==> config.mk <==
export PLATFORM = sky130hd
export DESIGN_NAME = fetch_stage
export DESIGN_NICKNAME = d
export VERILOG_FILES = /design/src/rtl/sys_defs.sv /design/src/rtl/fetch_stage.sv
export SDC_FILE = /design/constraint.sdc
export NUM_CORES = 1
export LEC_CHECK = 0
export ABC_AREA = 1
export ABC_CLOCK_PERIOD_IN_PS = 2400
export BUFFER_PORTS_ARGS = -buffer_cell sky130_fd_sc_hd__buf_2
export CAP_MARGIN = 30
export CORE_AREA = 2 2 178 180
export CTS_CLUSTER_DIAMETER = 50
export DETAILED_ROUTE_END_ITERATION = 10
export DIE_AREA = 0 0 180 182
export GPL_TIMING_DRIVEN = 0
export PLACE_DENSITY = 0.64
export SYNTH_ARGS = -nofsm -noshare
export SYNTH_HDL_FRONTEND = slang
export SYNTH_SLANG_ARGS = --single-unit
export TNS_END_PERCENT = 10
==> constraint.sdc <==
create_clock -name clock -period 2.4 [get_ports clock]
set_input_delay 0.48 -clock clock [delete_from_list [all_inputs] [get_ports clock]]
set_output_delay 0.48 -clock clock [all_outputs]
set_load 0.05 [all_outputs]
==> src/rtl/sys_defs.sv <==
// Shared definitions for the front end: fetch FSM encoding, fetch-to-decode
// bundle and the default reset PC.
package sys_defs;

    typedef enum logic [1:0] {
        FETCH = 2'd0,
        HOLD  = 2'd1,
        DRAIN = 2'd2
    } fetch_state_t;

    typedef struct packed {
        logic [1:0][31:0] ir;
        logic [1:0][63:0] npc;
        logic [1:0]       valid;
    } FETCH_DEC_OUT_t;

    localparam logic [63:0] RESET_PC_DEFAULT = 64'h0;

endpackage

==> src/rtl/fetch_stage.sv <==
// Two-wide fetch stage: one outstanding I-cache request, holds the returned
// pair until decode takes it, and recovers from branch rollbacks.
module fetch_stage
    import sys_defs::*;
#(
    parameter logic [63:0] RESET_PC = RESET_PC_DEFAULT
) (
    input  logic             clock,
    input  logic             reset,
    input  logic             rollback_en,
    input  logic [63:0]      rollback_target,
    output logic             icache_req_valid,
    output logic [63:0]      icache_req_addr,
    input  logic             icache_rsp_valid,
    input  logic [63:0]      icache_rsp_data,
    output logic [1:0][31:0] if_IR_out,
    output logic [1:0][63:0] if_NPC_out,
    output logic [1:0]       if_inst_valid,
    input  logic             bp_take_branch,
    input  logic [63:0]      bp_target,
    input  logic [1:0]       bp_inst_valid,
    input  logic             dec_ready,
    output logic [1:0]       dec_valid
);

    fetch_state_t     state_q, state_d;
    logic [63:0]      pc_q, pc_d;
    logic [1:0][31:0] ir_q, ir_d;

    logic [63:0]      pc_aligned;
    FETCH_DEC_OUT_t   fetch_out;

    assign pc_aligned = {pc_q[63:3], 3'b000};

    assign icache_req_valid = (state_q == FETCH);
    assign icache_req_addr  = pc_aligned;

    // Slot 0 is skipped when the PC points at the upper half of the pair.
    always_comb begin
        fetch_out.ir     = ir_q;
        fetch_out.npc[0] = pc_aligned + 64'd4;
        fetch_out.npc[1] = pc_aligned + 64'd8;
        fetch_out.valid  = 2'b00;
        if (state_q == HOLD) begin
            fetch_out.valid = {1'b1, ~pc_q[2]};
        end
    end

    assign if_IR_out     = fetch_out.ir;
    assign if_NPC_out    = fetch_out.npc;
    assign if_inst_valid = fetch_out.valid;
    assign dec_valid     = (state_q == HOLD && !rollback_en) ? (bp_inst_valid & fetch_out.valid) : 2'b00;

    always_comb begin
        state_d = state_q;
        pc_d    = pc_q;
        ir_d    = ir_q;
        if (rollback_en) begin
            pc_d = rollback_target;
            case (state_q)
                FETCH:   state_d = icache_rsp_valid ? FETCH : DRAIN;
                HOLD:    state_d = FETCH;
                default: state_d = DRAIN;
            endcase
        end else begin
            case (state_q)
                FETCH: begin
                    if (icache_rsp_valid) begin
                        ir_d[0] = icache_rsp_data[31:0];
                        ir_d[1] = icache_rsp_data[63:32];
                        state_d = HOLD;
                    end
                end
                HOLD: begin
                    if (dec_ready) begin
                        pc_d    = bp_take_branch ? bp_target : (pc_aligned + 64'd8);
                        state_d = FETCH;
                    end
                end
                // The response still in flight belongs to the squashed path.
                DRAIN: begin
                    if (icache_rsp_valid) begin
                        state_d = FETCH;
                    end
                end
                default: state_d = FETCH;
            endcase
        end
    end

    always_ff @(posedge clock) begin
        if (reset) begin
            state_q <= FETCH;
            pc_q    <= RESET_PC;
            ir_q    <= '0;
        end else begin
            state_q <= state_d;
            pc_q    <= pc_d;
            ir_q    <= ir_d;
        end
    end

endmodule

==> results.json <==
{
  "layout_commonest_cell": "buf_2",
  "finalSetupTns_ns": -5.140,
  "postCtsHoldBufs": 0,
  "ys_ff_latch": 128,
  "grt_first_pass_wirelength_um": 62760,
  "post_dp_cell_area_um2": 11520,
  "fin_cells": 2268,
  "avgRoutedWirePerCell_um": 19.00,
  "num_rows": 65,
  "path_cells": "ha_4 -> nand2_4 -> nor2_4 -> nand2_4 -> nor2_8 -> nand2_4 -> o21bai_1 -> and2_1 -> buf_6",
  "die_h_um": 182,
  "finalHoldViolCount": 0,
  "tightest_slew_ns": 0.8333,
  "hp-class": "input pin to register",
  "clockBufferDepth": 2,
  "grt_overflow_total": 0,
  "power_frac_clock_pct": 33.1,
  "reg2reg_depth": 12,
  "gp_congestion": 0.9439,
  "use_met3_pct": 6.839,
  "synth-edff-count": 0,
  "worstPathArrival_ns": 2.15,
  "drt_pass1_iterations": 6,
  "clockRootBuffer": "clkbuf_16",
  "yosysWarnings": 0,
  "leakage_nw": 6.271,
  "async_flop_share_pct": 0,
  "min_period_over_period_pct": 109.5,
  "slew-limit-headroom_pct": 44.44,
  "intPower_mw": 4.635,
  "die_w_um": 180,
  "busiest_layer": "met2",
  "power_density_nw_per_um2": 596.3,
  "report.power.total_mw": 8.031,
  "cp_slowest_stage_delay_ns": 0.40,
  "area_delta_synth_final_pct": 53.62,
  "rsz0062_at_grt": "true",
  "clk_pin_slew_ns": 0.08,
  "core-area_um2": 30990,
  "grt_start_max_net_pins": 17,
  "ios": 461,
  "vias_per_cell": 4.886,
  "timing.fmax_ghz": 0.3805,
  "clk_latency_ns": 0.44,
  "final_area_um2": 13470,
  "min-delay-start": "reset",
  "syn_area_per_cell_um2": 6.567,
  "seq_area_um2": 2716,
  "combPwrFrac_pct": 35.4,
  "cp_max_fo": 6,
  "drtIter0Drc": 712,
  "hold_end": "state_q[0]",
  "synth_top_cell_by_area": "dfxtp_1",
  "ant_nets": 0,
  "start_util_pct": 28.29,
  "utilization_pct": 43.46,
  "nFillCells": 3272,
  "numPortBuffers": 445,
  "layout_common_cells": "buf_2, nand2_1, buf_4, a21oi_1, inv_1",
  "finalSetupViolCount": 46,
  "cap_violations": 0,
  "ir_worst_vdd_v": 0.0003711,
  "r2r-end": "pc_q[59]",
  "critPathMostFrequentCell": "nand2_4",
  "htreeDepth": 4,
  "synth_area_um2": 8767,
  "min_period_ns": 2.628,
  "ys_types": 37,
  "endpoint_kind": "output port",
  "worstSetupStartpointType": "register",
  "hold_depth": 2,
  "cts_tree": "done",
  "layout.nets": 2046,
  "p_sw_mw": 3.396,
  "grt_pass1_vias": 10600,
  "multi_input_area_um2": 5047,
  "r2r_start": "pc_q[3]",
  "critPathRequiredTime_ns": 1.92,
  "yosysTopAreaCellShare_pct": 29.23,
  "yosysSeqAreaShare_pct": 29.23,
  "hpwlAfterDp_um": 34560,
  "grt_use_met1_pct": 27.74,
  "r2r_slack_ns": 0.43,
  "seqPwrFrac_pct": 31.5,
  "report.final.slew_viol_count": 0,
  "crit_type": "register to output port",
  "swShare_pct": 42.29,
  "netlist_instances": 1335,
  "die-area_um2": 32760,
  "dp.cells": 2189,
  "drive_gt1_share_pct": 48.55,
  "cts_sinks": 128,
  "violations": "negative setup slack",
  "track_usage_pct": 25.16,
  "vias": 11080,
  "tritoncts.num_buffers": 17,
  "timing.final.ws_setup_ns": -0.2283,
  "synthTopCellsByArea": "dfxtp_1, buf_4, nand2_1, a21oi_1, o21ai_0",
  "gr-usage-met2_pct": 45.55,
  "slowest_stage": "dfxtp_4",
  "skew_ns": 0.01921,
  "grt_antenna_before_repair": 13,
  "status": "finished, violations left",
  "drc_errors": 0,
  "synthFlopType": "dfxtp_1",
  "drt_wl_total_um": 43090
}
-- sequential cells by signal, indices dropped and copies added, names as in the netlist --
| name | cells |
|---|---|
| if_IR_out | 64 |
| pc_q | 62 |
| state_q | 2 |
-- stage by stage --
step	hold WS [ns]	setup WS, ns
detailed placement	0.4319	-0.3797
global placement	0.4296	-0.3771
global route	0.2391	-0.3284
CTS	0.2168	-0.2435
floorplan	0.4613	0.02240
finish	0.2341	-0.2283
-- what timing repair did --
action / in CTS / in global routing
setup endpoints to repair: 59 / 56
pin swaps: 26 / 39
buffers inserted: 14 / 25
resized for setup: 241 / 120
-- routing by layer --
layer / share of wire (%) / vias to the layer above
met5: 0.030 / -
met2: 51 / 540
met3: 7.9 / 96
met4: 3.7 / 2
met1: 37 / 5136
li1: - / 5308
-- cells in the mapped netlist (6+ instances only) --
cell type	instances
nand2_2	21
nand2_1	240
a211oi_1	29
nor2_1	120
buf_2	10
o21ai_0	106
and2_1	9
o21ai_1	14
inv_1	117
clkbuf_1	54
dfxtp_1	128
or2_2	18
nor2_4	7
nand3_1	58
o211ai_1	6
nand4_1	11
o221ai_1	28
nor2_2	14
buf_4	131
xor2_1	10
a21oi_1	152
nand3b_1	14
-- layout make-up --
class                           instances  share of cell area [%]
Inverter                              125                   3.502
Sequential cell                       128                   20.17
Timing Repair Buffer                  484                   21.36
Clock inverter                         15                   1.115
Antenna cell                            8                  0.1486
Clock buffer                           17                   3.159
Buffer                                198                   9.337
Multi-Input combinational cell        891                   37.48
Tap cell                              402                   3.735
-- power groups by stage --
stage / Combinational [mW] / Clock [mW] / Sequential, mW
after floorplan: 1.69 / 0 / 2.75
after global placement: 2.65 / 0 / 2.56
after detailed placement: 2.66 / 0 / 2.56
after CTS: 2.77 / 2.70 / 2.53
after global routing: 3.00 / 2.80 / 2.55
final: 2.84 / 2.66 / 2.53
-- critical path: cells and delay by family (launching register included) --
kind	cells	cell delay (ns)
buffers and inverters	1	0.16
adders and majority gates	1	0.16
DFF	1	0.40
AOI/OAI and AO/OA	1	0.18
and+or+nand+nor	6	0.80
-- how the worst max path moves through the flow --
| stage | startpoint | to |
|---|---|---|
| 4_1_cts | pc_q[3] | if_NPC_out[123] |
| 5_1_grt | pc_q[8] | if_NPC_out[103] |
| 3_5_place_dp | rollback_en | dec_valid[1] |
| 2_1_floorplan | rollback_en | dec_valid[1] |
| 6_report | pc_q[3] | if_NPC_out[103] |
| 3_3_place_gp | rollback_en | dec_valid[0] |
-- cell families (layout without fill, tap and decap cells) --
group | after synthesis | after routing | share of synthesized area [%]
other cells | 2 | 17 | 0.08566
simple gates | 519 | 519 | 27.06
compound gates | 347 | 347 | 22.41
xor+xnor | 15 | 15 | 1.498
fa+ha+maj | 1 | 1 | 0.1427
flops | 128 | 128 | 29.23
buf+inv | 323 | 839 | 19.58
No activity file was read; power rests on OpenSTA's default activity.
